$ cat config.mk
export PLATFORM = sky130hd
export DESIGN_NAME = diffeq_operand_driver
export DESIGN_NICKNAME = d
export VERILOG_FILES = /design/src/rtl/diffeq_drv_pkg.sv /design/src/rtl/diffeq_wait_counter.sv /design/src/rtl/diffeq_operand_driver.sv
export SDC_FILE = /design/constraint.sdc
export NUM_CORES = 1
export LEC_CHECK = 0
export BUFFER_PORTS_ARGS = -buffer_cell sky130_fd_sc_hd__buf_2
export CORE_ASPECT_RATIO = 0.75
export CORE_MARGIN = 2
export CORE_UTILIZATION = 53
export DETAILED_ROUTE_END_ITERATION = 8
export GPL_TIMING_DRIVEN = 0
export MAX_ROUTING_LAYER = met4
export PLACE_DENSITY = 0.89
export SYNTH_ARGS = -nofsm -noshare
export SYNTH_HDL_FRONTEND = slang
export SYNTH_SLANG_ARGS = --single-unit
export TNS_END_PERCENT = 30
$ cat constraint.sdc
create_clock -name clk -period 2.1 [get_ports clk]
set_clock_uncertainty 0.1 [all_clocks]
set_input_delay 0.315 -clock clk [delete_from_list [all_inputs] [get_ports clk]]
set_output_delay 0.315 -clock clk [all_outputs]
set_load 0.02 [all_outputs]
$ cat src/rtl/diffeq_drv_pkg.sv
// -----------------------------------------------------------------------------
// diffeq_drv_pkg
//   Shared types and constants for the differentiator operand driver.
//   - drv_state_e : sequencer state encoding
//   - *_DEF       : default widths and wait-cycle limit
//   - SEL_*       : one-hot select patterns, bit order {s4, s3, s2, s1}
// Related build macro: DIFF_DRV_TIMEOUT_EN (consumed by diffeq_operand_driver).
// -----------------------------------------------------------------------------
package diffeq_drv_pkg;

  localparam int          NIB_W_DEF          = 4;
  localparam int          DATA_W_DEF         = 16;
  localparam int          CNT_W_DEF          = 16;
  localparam int unsigned TIMEOUT_CYCLES_DEF = 1024;

  typedef enum logic [2:0] {
    ST_IDLE  = 3'd0,
    ST_LD_X  = 3'd1,
    ST_LD_DX = 3'd2,
    ST_LD_U  = 3'd3,
    ST_LD_A  = 3'd4,
    ST_KICK  = 3'd5,
    ST_WAIT  = 3'd6,
    ST_DONE  = 3'd7
  } drv_state_e;

  // One-hot operand selects, bit order {s4, s3, s2, s1}
  localparam logic [3:0] SEL_NONE = 4'b0000;
  localparam logic [3:0] SEL_X    = 4'b0001;
  localparam logic [3:0] SEL_DX   = 4'b0010;
  localparam logic [3:0] SEL_U    = 4'b0100;
  localparam logic [3:0] SEL_A    = 4'b1000;

endpackage

$ cat src/rtl/diffeq_wait_counter.sv
// -----------------------------------------------------------------------------
// diffeq_wait_counter
//   Saturating up-counter that measures how long the driver sits waiting for
//   the differentiator. Clear has priority over enable; the count sticks at
//   all-ones. at_limit_o flags that the count equals LIMIT.
//
// Ports:
//   clk        - system clock
//   rst_n      - asynchronous active-low reset
//   clr_i      - synchronous clear to zero
//   en_i       - count enable
//   cnt_o      - current count (registered)
//   at_limit_o - high while cnt_o == LIMIT
// -----------------------------------------------------------------------------
import diffeq_drv_pkg::*;

module diffeq_wait_counter #(
  parameter int          CNT_W = CNT_W_DEF,
  parameter int unsigned LIMIT = TIMEOUT_CYCLES_DEF
) (
  input  logic             clk,
  input  logic             rst_n,
  input  logic             clr_i,
  input  logic             en_i,
  output logic [CNT_W-1:0] cnt_o,
  output logic             at_limit_o
);

  localparam logic [CNT_W-1:0] LIMIT_V = CNT_W'(LIMIT);

  logic [CNT_W-1:0] cnt_q;
  logic [CNT_W-1:0] cnt_d;

  always_comb begin
    cnt_d = cnt_q;
    if (clr_i) begin
      cnt_d = '0;
    end else if (en_i && (cnt_q != '1)) begin
      cnt_d = cnt_q + CNT_W'(1);
    end
  end

  always_ff @(posedge clk or negedge rst_n) begin
    if (!rst_n) begin
      cnt_q <= '0;
    end else begin
      cnt_q <= cnt_d;
    end
  end

  assign cnt_o      = cnt_q;
  assign at_limit_o = (cnt_q == LIMIT_V);

endmodule

$ cat src/rtl/diffeq_operand_driver.sv
// -----------------------------------------------------------------------------
// diffeq_operand_driver
//   Initiator for the differentiator nibble-load / ready / valid interface.
//   On start (sampled in IDLE) it latches four operands, presents them one per
//   cycle on `in` with the matching one-hot select, pulses ready, waits for
//   valid and captures the result. All outputs come straight from flops.
//
//   state   | meaning
//   --------+-----------------------------------------------
//   IDLE    | waiting for start, operands latched on start
//   LD_X    | s1=1, in=x
//   LD_DX   | s2=1, in=dx
//   LD_U    | s3=1, in=u
//   LD_A    | s4=1, in=a
//   KICK    | ready=1 for one cycle
//   WAIT    | count cycles until valid (or timeout)
//   DONE    | result_valid=1, result/wait_cycles updated
//
// Ports:
//   clk, reset                 - clock, asynchronous active-low reset
//   start                      - host request, sampled only in IDLE
//   x_in, dx_in, u_in, a_in    - operands
//   busy                       - high whenever not IDLE
//   s1..s4, in                 - operand select and nibble to differentiator
//   ready                      - one-cycle compute kick
//   out, valid                 - result and result-valid from differentiator
//   result, result_valid       - last captured result and its one-cycle pulse
//   wait_cycles                - WAIT cycles of last transaction (saturating)
//   timeout                    - high with result_valid on a timed-out txn
//
// Build option: define DIFF_DRV_TIMEOUT_EN to leave WAIT after TIMEOUT_CYCLES
// without valid. Otherwise WAIT only exits on valid and timeout stays 0.
// -----------------------------------------------------------------------------
import diffeq_drv_pkg::*;

module diffeq_operand_driver #(
  parameter int          DATA_W         = DATA_W_DEF,
  parameter int          NIB_W          = NIB_W_DEF,
  parameter int          CNT_W          = CNT_W_DEF,
  parameter int unsigned TIMEOUT_CYCLES = TIMEOUT_CYCLES_DEF
) (
  input  logic              clk,
  input  logic              reset,
  input  logic              start,
  input  logic [NIB_W-1:0]  x_in,
  input  logic [NIB_W-1:0]  dx_in,
  input  logic [NIB_W-1:0]  u_in,
  input  logic [NIB_W-1:0]  a_in,
  output logic              busy,
  output logic              s1,
  output logic              s2,
  output logic              s3,
  output logic              s4,
  output logic [NIB_W-1:0]  in,
  output logic              ready,
  input  logic [DATA_W-1:0] out,
  input  logic              valid,
  output logic [DATA_W-1:0] result,
  output logic              result_valid,
  output logic [CNT_W-1:0]  wait_cycles,
  output logic              timeout
);

`ifdef DIFF_DRV_TIMEOUT_EN
  localparam bit TO_EN = 1'b1;
`else
  localparam bit TO_EN = 1'b0;
`endif

  drv_state_e        state_q;
  logic [NIB_W-1:0]  dx_q;
  logic [NIB_W-1:0]  u_q;
  logic [NIB_W-1:0]  a_q;
  logic [3:0]        sel_q;
  logic [NIB_W-1:0]  in_q;
  logic              busy_q;
  logic              ready_q;
  logic [DATA_W-1:0] result_q;
  logic              result_valid_q;
  logic [CNT_W-1:0]  wait_cycles_q;
  logic              timeout_q;

  logic              cnt_clr;
  logic              cnt_en;
  logic [CNT_W-1:0]  cnt;
  logic              cnt_at_limit;

  // Counter restarts with each accepted start and only runs in WAIT while
  // valid is low, so its value on the valid cycle is the number of idle waits.
  assign cnt_clr = (state_q == ST_IDLE) && start;
  assign cnt_en  = (state_q == ST_WAIT) && !valid;

  diffeq_wait_counter #(
    .CNT_W (CNT_W),
    .LIMIT (TIMEOUT_CYCLES)
  ) u_wait_counter (
    .clk        (clk),
    .rst_n      (reset),
    .clr_i      (cnt_clr),
    .en_i       (cnt_en),
    .cnt_o      (cnt),
    .at_limit_o (cnt_at_limit)
  );

  // Outputs are assigned for the state being entered, so each one is a flop
  // that already matches the new state in the cycle it becomes current.
  always_ff @(posedge clk or negedge reset) begin
    if (!reset) begin
      state_q        <= ST_IDLE;
      dx_q           <= '0;
      u_q            <= '0;
      a_q            <= '0;
      sel_q          <= SEL_NONE;
      in_q           <= '0;
      busy_q         <= 1'b0;
      ready_q        <= 1'b0;
      result_q       <= '0;
      result_valid_q <= 1'b0;
      wait_cycles_q  <= '0;
      timeout_q      <= 1'b0;
    end else begin
      sel_q          <= SEL_NONE;
      in_q           <= '0;
      ready_q        <= 1'b0;
      result_valid_q <= 1'b0;
      timeout_q      <= 1'b0;

      case (state_q)
        ST_IDLE: begin
          if (start) begin
            // x goes straight onto the bus; only the later operands need storage
            dx_q    <= dx_in;
            u_q     <= u_in;
            a_q     <= a_in;
            sel_q   <= SEL_X;
            in_q    <= x_in;
            busy_q  <= 1'b1;
            state_q <= ST_LD_X;
          end
        end

        ST_LD_X: begin
          sel_q   <= SEL_DX;
          in_q    <= dx_q;
          state_q <= ST_LD_DX;
        end

        ST_LD_DX: begin
          sel_q   <= SEL_U;
          in_q    <= u_q;
          state_q <= ST_LD_U;
        end

        ST_LD_U: begin
          sel_q   <= SEL_A;
          in_q    <= a_q;
          state_q <= ST_LD_A;
        end

        ST_LD_A: begin
          ready_q <= 1'b1;
          state_q <= ST_KICK;
        end

        ST_KICK: begin
          state_q <= ST_WAIT;
        end

        ST_WAIT: begin
          // valid wins over a timeout reached on the same cycle
          if (valid) begin
            result_q       <= out;
            wait_cycles_q  <= cnt;
            result_valid_q <= 1'b1;
            state_q        <= ST_DONE;
          end else if (TO_EN && cnt_at_limit) begin
            result_q       <= '0;
            wait_cycles_q  <= cnt;
            result_valid_q <= 1'b1;
            timeout_q      <= 1'b1;
            state_q        <= ST_DONE;
          end
        end

        ST_DONE: begin
          busy_q  <= 1'b0;
          state_q <= ST_IDLE;
        end

        default: begin
          busy_q  <= 1'b0;
          state_q <= ST_IDLE;
        end
      endcase
    end
  end

  assign busy         = busy_q;
  assign s1           = sel_q[0];
  assign s2           = sel_q[1];
  assign s3           = sel_q[2];
  assign s4           = sel_q[3];
  assign in           = in_q;
  assign ready        = ready_q;
  assign result       = result_q;
  assign result_valid = result_valid_q;
  assign wait_cycles  = wait_cycles_q;
  assign timeout      = timeout_q;

endmodule
==> flow_summary.toml, run 1 <==
[yosys]
syn_avg_cell_area_sq_um = 10.1
synth_compound_area_share_pct = 6.35
synth_top_area_share_pct = 56.9
yosysWarnings = 0
synthAdderAreaFrac_pct = 0.385
synth_cell_types = 47
synthXorXnorAreaFrac_pct = 0.539
synthMuxAreaShare_pct = 7.96
synthesis.area_sq_um = 3250
ys_seq_area_share_pct = 56.9
synth-main-ff-cell = "dfrtp_1"
synth_top_family_by_area = "simple AND/OR/NAND/NOR gates"
synth_edf_count = 0
synth-simple-area-share_pct = 24.2
synth_top_cells_by_area = "dfrtp_1, nand2_1, mux2_1"
synth-async-reset-ratio_pct = 100
syn-num-nets = 360
synth_top_area_cell = "dfrtp_1"
netlist_instances = 323
synth_seq_cells = 74

[global_route]
antenna_found_initial = 0
gr-total-overflow = 0
grt_pass1_wl_um = 11600
grt_pass1_vias = 2549
grtUsageTotal_pct = 23.3
grt_max_degree = 75

[worst_setup_path]
path_common_cell = "a21oi_1"
cp_top_family = "flip-flops"
slowest_delay_ns = 0.44
crit_path_top_delay_cell = "dfrtp_1"
critical_path.startpoint_type = "flop"
crit_path_max_fanout = 10
required_ns = 2.27
cp.arrival_ns = 2.13
ff2ff_path_depth = 7
path_cells = "ha_1, and4_1, nand4_1, a21oi_1, buf_2, a21oi_1, mux2i_1"
path_buf_inv = 1
crit_path_end_kind = "flop"
rr_startpoint = "u_wait_counter.cnt_o[0]"
worstReg2RegEnd = "u_wait_counter.cnt_o[9]"
critical_path_class = "reg2reg"
r2r_slack_ns = 0.14

[layout]
antenna-diode-count = 0
final_cell_area_sq_um = 3930
syn2layout_area_growth_pct = 20.9
final_util_pct = 67.2
seq_area_sq_um = 1850
multi_input_comb_area_sq_um = 1290
layout.nets = 449
n_fill_cell = 482
finalNonFillerCells = 494
drive_above_1_share_pct = 30.0

[sta]
drv_slew = 0
max_freq_mhz = 510
setup_ws_ns = 0.138
max_slew_margin_pct = 39.5
setup_violations = 0
grt_setup_unrepaired = "false"
finalCritPeriodShare_pct = 93.4
hold_viol = 0
fin_tns_setup_ns = 0
tightestPinTransition_ns = 0.907
fin_crit_ns = 1.96

[clock_network]
cts.path.max_buffers = 2
cts_resized = 0
clk_pin_slew_ns = 0.07
cts.sinks = 74
cts_buffers = 9
cts_setup_buffers = 0
cts_hold_buf = 0
clk-insertion-delay-late_ns = 0.34
root_buffer = "clkbuf_8"
htree_levels = 3
cts_tree = "yes"

[floorplan]
start_util_pct = 55.5
io_pins = 80
die_w_um = 94.4
dieArea_sq_um = 6780
die_y_um = 71.8
design.core.area_sq_um = 5860
fp-row-count = 24

[pwr]
vdd_drop_max_mv = 0.709
power.density_nw_per_um2 = 1200
leakagePower_nw = 2.08

[placement]
gp_congestion = 0.927
port_buffers = 78
dp.cells = 479
pre_cts_ws_ns = 0.174
hpwl_um = 4900
placed_cell_area_sq_um = 3740

[hold_path]
min_path_type = "in2async"

[detailed_routing]
drcViolationCount = 0
ant_nets = 0
vias_per_cell = 5.18
initialDrtViolationCount = 157
firstDrtPassIters = 6
dr_total_vias = 2561
wire_per_inst_um = 13.8
totalWireLength_um = 6840

[run_status]
status = "complete, no violations"

[run]
maxCapViolCount = 0
## worst register-to-register path: stages, from the launching register on
cell	delay, ns
dfrtp_1	0.44
ha_1	0.26
and4_1	0.26
nand4_1	0.12
a21oi_1	0.24
buf_2	0.27
a21oi_1	0.07
mux2i_1	0.14
## cells in the final DEF, fill, tap and decap left out, drive strengths merged
master / instances
a31oi: 1
nor4b: 1
and4: 3
o2bb2ai: 1
dfrtp: 74
o211ai: 1
o22a: 1
mux2: 18
nand2: 114
mux2i: 4
o21ai: 16
or2: 1
clkbuf: 20
nor3b: 2
or3: 4
buf: 90
nor2b: 3
inv: 4
conb: 1
nand4b: 1
nand3: 9
nor3: 6
a22o: 1
nor2: 10
nand4: 5
and3b: 1
xnor2: 2
and3: 6
a21oi: 6
a22oi: 4
ha: 1
clkinvlp: 1
a211oi: 2
nand3b: 2
## how the worst max path moves through the flow
stage	from	end	depth (start not counted)
2_1_floorplan	u_wait_counter.cnt_o[0]	u_wait_counter.cnt_o[11]	6
3_3_place_gp	reset	result[3]	1
3_5_place_dp	u_wait_counter.cnt_o[0]	u_wait_counter.cnt_o[13]	7
4_1_cts	u_wait_counter.cnt_o[0]	u_wait_counter.cnt_o[13]	7
5_1_grt	u_wait_counter.cnt_o[0]	u_wait_counter.cnt_o[9]	7
6_report	u_wait_counter.cnt_o[0]	u_wait_counter.cnt_o[9]	7
## report_power, final
part / switching [W] / total, W / leakage, nW / internal [W]
Combinational: 0.00100 / 0.00162 / 1.01 / 0.000622
Sequential: 0.000227 / 0.00207 / 0.968 / 0.00184
Clock: 0.000478 / 0.00103 / 0.0948 / 0.000553
## cells by family after synthesis
family	count (synthesis)
and+or+nand+nor	168
DFF	74
AOI/OAI and AO/OA	33
muxes	22
buffers and inverters	22
xor gates and xnor gates	2
adders and majority gates	1
other	1
## synthesized netlist by cell type (2+ instances only)
cell and number:
or3_1 4, nor2b_1 2, o21ai_1 8, dfrtp_1 74, a21oi_1 5, nand3_2 2, and4_1 2, mux2_1 9
inv_1 3, nor3_1 5, nand3_1 7, a22oi_1 4, a211oi_1 2, mux2_2 8, clkbuf_1 6, buf_6 2
mux2i_1 3, buf_2 9, xnor2_1 2, nor3b_1 2, nor2_1 10, and3_1 5, nand2_1 114, o21ai_0 8
nand4_1 5
## final cells by class
| cell class | count | share of cell area, % |
|---|---|---|
| Timing Repair Buffer | 78 | 9.99 |
| Buffer | 18 | 2.48 |
| Clock buffer | 14 | 4.65 |
| Inverter | 4 | 0.382 |
| Clock inverter | 1 | 0.191 |
| Multi-Input combinational cell | 227 | 32.7 |
| Tap cell | 78 | 2.48 |
| Sequential cell | 74 | 47.1 |
## layer usage
layer	part of all wire (%)	up-vias	global-route usage, %
li1	-	1261	-
met1	45	1220	29.8
met5	0	-	-
met4	1.6	0	9.34
met2	49	71	36.0
met3	4.8	9	5.99
## sequential cells by signal (all words and copies together) (netlist names)
| name | count |
|---|---|
| u_wait_counter.cnt_o | 16 |
| ready | 1 |
| u_q | 4 |
| result | 16 |
| wait_cycles | 16 |
| a_q | 4 |
| sel_q | 4 |
| busy | 1 |
| in | 4 |
| result_valid | 1 |
| dx_q | 4 |
| state_q | 3 |
## through the flow
step	power [W]	hold slack (ns)
floorplan	0.00318	-0.0806
global placement	0.00364	0.352
detailed placement	0.00373	0.357
CTS	0.00478	0.0289
global route	0.00504	0.0552
finish	0.00472	0.0187
No activity file was read; power rests on OpenSTA's default activity.
==> run 2, diff against run 1 <==
CTS_CLUSTER_SIZE = 30   (was unset)
SYNTH_HIERARCHICAL = 1   (was unset)
==> flow_summary.toml, run 2 <==
[run_status]
status = "finished, violations left"
violations = "negative hold slack"

[sta]
tightestPinTransition_ns = 0.890
setup_violations = 0
fin_tns_setup_ns = 0
timing.hold.ws_ns = -0.00899
drv_slew = 0
grt_setup_unrepaired = "true"
hold_viol = 11
finalCritPeriodShare_pct = 98.1
max_freq_mhz = 486
fin_crit_ns = 2.06
max_slew_margin_pct = 40.7

[placement]
gp_congestion = 0.861
hpwl_um = 4810
port_buffers = 78

[pwr]
vdd_drop_max_mv = 0.707
leakagePower_nw = 2.09
power.density_nw_per_um2 = 1250
finalPower_w = 0.00527

[global_route]
grt_pass1_wl_um = 11700
grt_max_degree = 75
grtUsageTotal_pct = 23.6
gr-total-overflow = 0
use_met3_pct = 7.48
antenna_found_initial = 0
grt_pass1_vias = 2450
grtUsageMet2_pct = 35.3
use_met1_pct = 30.6
grt_busiest_layer = "met2"

[layout]
final_util_pct = 71.0
drive_above_1_share_pct = 50.4
syn2layout_area_growth_pct = 27.8
mostFrequentLayoutCells = "buf_2, dfrtp_1, mux2_2"
antenna-diode-count = 0
layout.nets = 394
final_common_cell = "buf_2"
n_fill_cell = 417

[floorplan]
start_util_pct = 55.6
io_pins = 80
fp-row-count = 24
die_y_um = 72.2
design.core.area_sq_um = 5920
die_w_um = 95.0
dieArea_sq_um = 6860

[clock_network]
clk_pin_slew_ns = 0.08
cts_tree = "yes"
cts.path.max_buffers = 2
root_buffer = "clkbuf_8"
cts.sinks = 74
cts_hold_buf = 0
htree_levels = 3
cts_buffers = 9
clk-insertion-delay-late_ns = 0.35

[worst_setup_path]
critical_path_class = "reg2reg"
slowest_delay_ns = 0.42
path_buf_inv = 1
path_cells = "buf_6, nor4bb_4, and2_2, nand2_1, or3_1, a21oi_1"
critical_path.startpoint_type = "flop"
crit_path_max_fanout = 10
cp.arrival_ns = 2.23
required_ns = 2.27
crit_path_top_delay_cell = "dfrtp_1"
cp_top_family = "simple AND/OR/NAND/NOR gates"
crit_path_end_kind = "flop"

[yosys]
synthesis.area_sq_um = 3290
netlist_instances = 251
syn_avg_cell_area_sq_um = 13.1
yosysWarnings = 6
syn-num-nets = 289

[detailed_routing]
wire_per_inst_um = 16.7
firstDrtPassIters = 4
vias_per_cell = 5.59
drcViolationCount = 0
ant_nets = 0
totalWireLength_um = 7340
dr_total_vias = 2452
initialDrtViolationCount = 323

[hold_path]
min_path_type = "in2async"

[run]
maxCapViolCount = 0
run 2: area by class of cell:
class / instances / area (sq um) / share of cell area (%)
buffer: 11 / 77.6 / 1.85
clock buffer: 10 / 138 / 3.27
clock inverter: 6 / 73.8 / 1.76
inverter: 7 / 28.8 / 0.685
multi-input combinational: 157 / 1390 / 33.2
sequential: 74 / 1850 / 44.1
tap: 78 / 97.6 / 2.32
timing repair buffer: 96 / 541 / 12.9
run 2: repair_timing:
item,in CTS,in global routing
setup buffers,7,11
resized for setup,10,6
setup endpoints to repair,16,10
gates cloned,0,0
endpoints found under the hold margin,0,0
pin swaps,2,6
run 2: per-layer routing:
layer / part of all wire (%) / wire length (um) / vias up
li1: - / - / 1139
met1: 44 / 3220 / 1211
met4: 1.1 / 80 / 0
met5: 0 / 0 / -
met2: 49 / 3570 / 94
met3: 6.4 / 472 / 8
run 2: power breakdown:
group	switching [W]	leakage [nW]	total [W]	internal (W)
combinational	0.00107	1.03	0.00203	0.000960
sequential	0.000253	0.954	0.00212	0.00186
clock	0.000532	0.107	0.00112	0.000593
total	0.00185	2.09	0.00527	0.00342
run 2: worst paths after layout:
kind,slack (ns),endpoint,depth (start not counted),start
max,0.04,u_wait_counter/cnt_o[6],6,state_q[0]
min,-0.009,result[3],1,reset
max reg2reg,0.04,u_wait_counter/cnt_o[6],6,state_q[0]
min reg2reg,0.40,wait_cycles[5],1,wait_cycles[5]
max in group asynchronous,1.30,state_q[2],1,reset
min in group clk,0.09,in[3],3,x_in[3]
run 2: per-stage QoR:
step | instances | setup slack, ns | instance area [sq um]
final | 439 | 0.0407 | 4200
after global routing | 439 | -0.0460 | 4200
after CTS | 428 | -0.00105 | 4080
after detailed placement | 407 | -0.473 | 3800
after global placement | 407 | -0.348 | 3790
after floorplan | 251 | -0.00363 | 3310
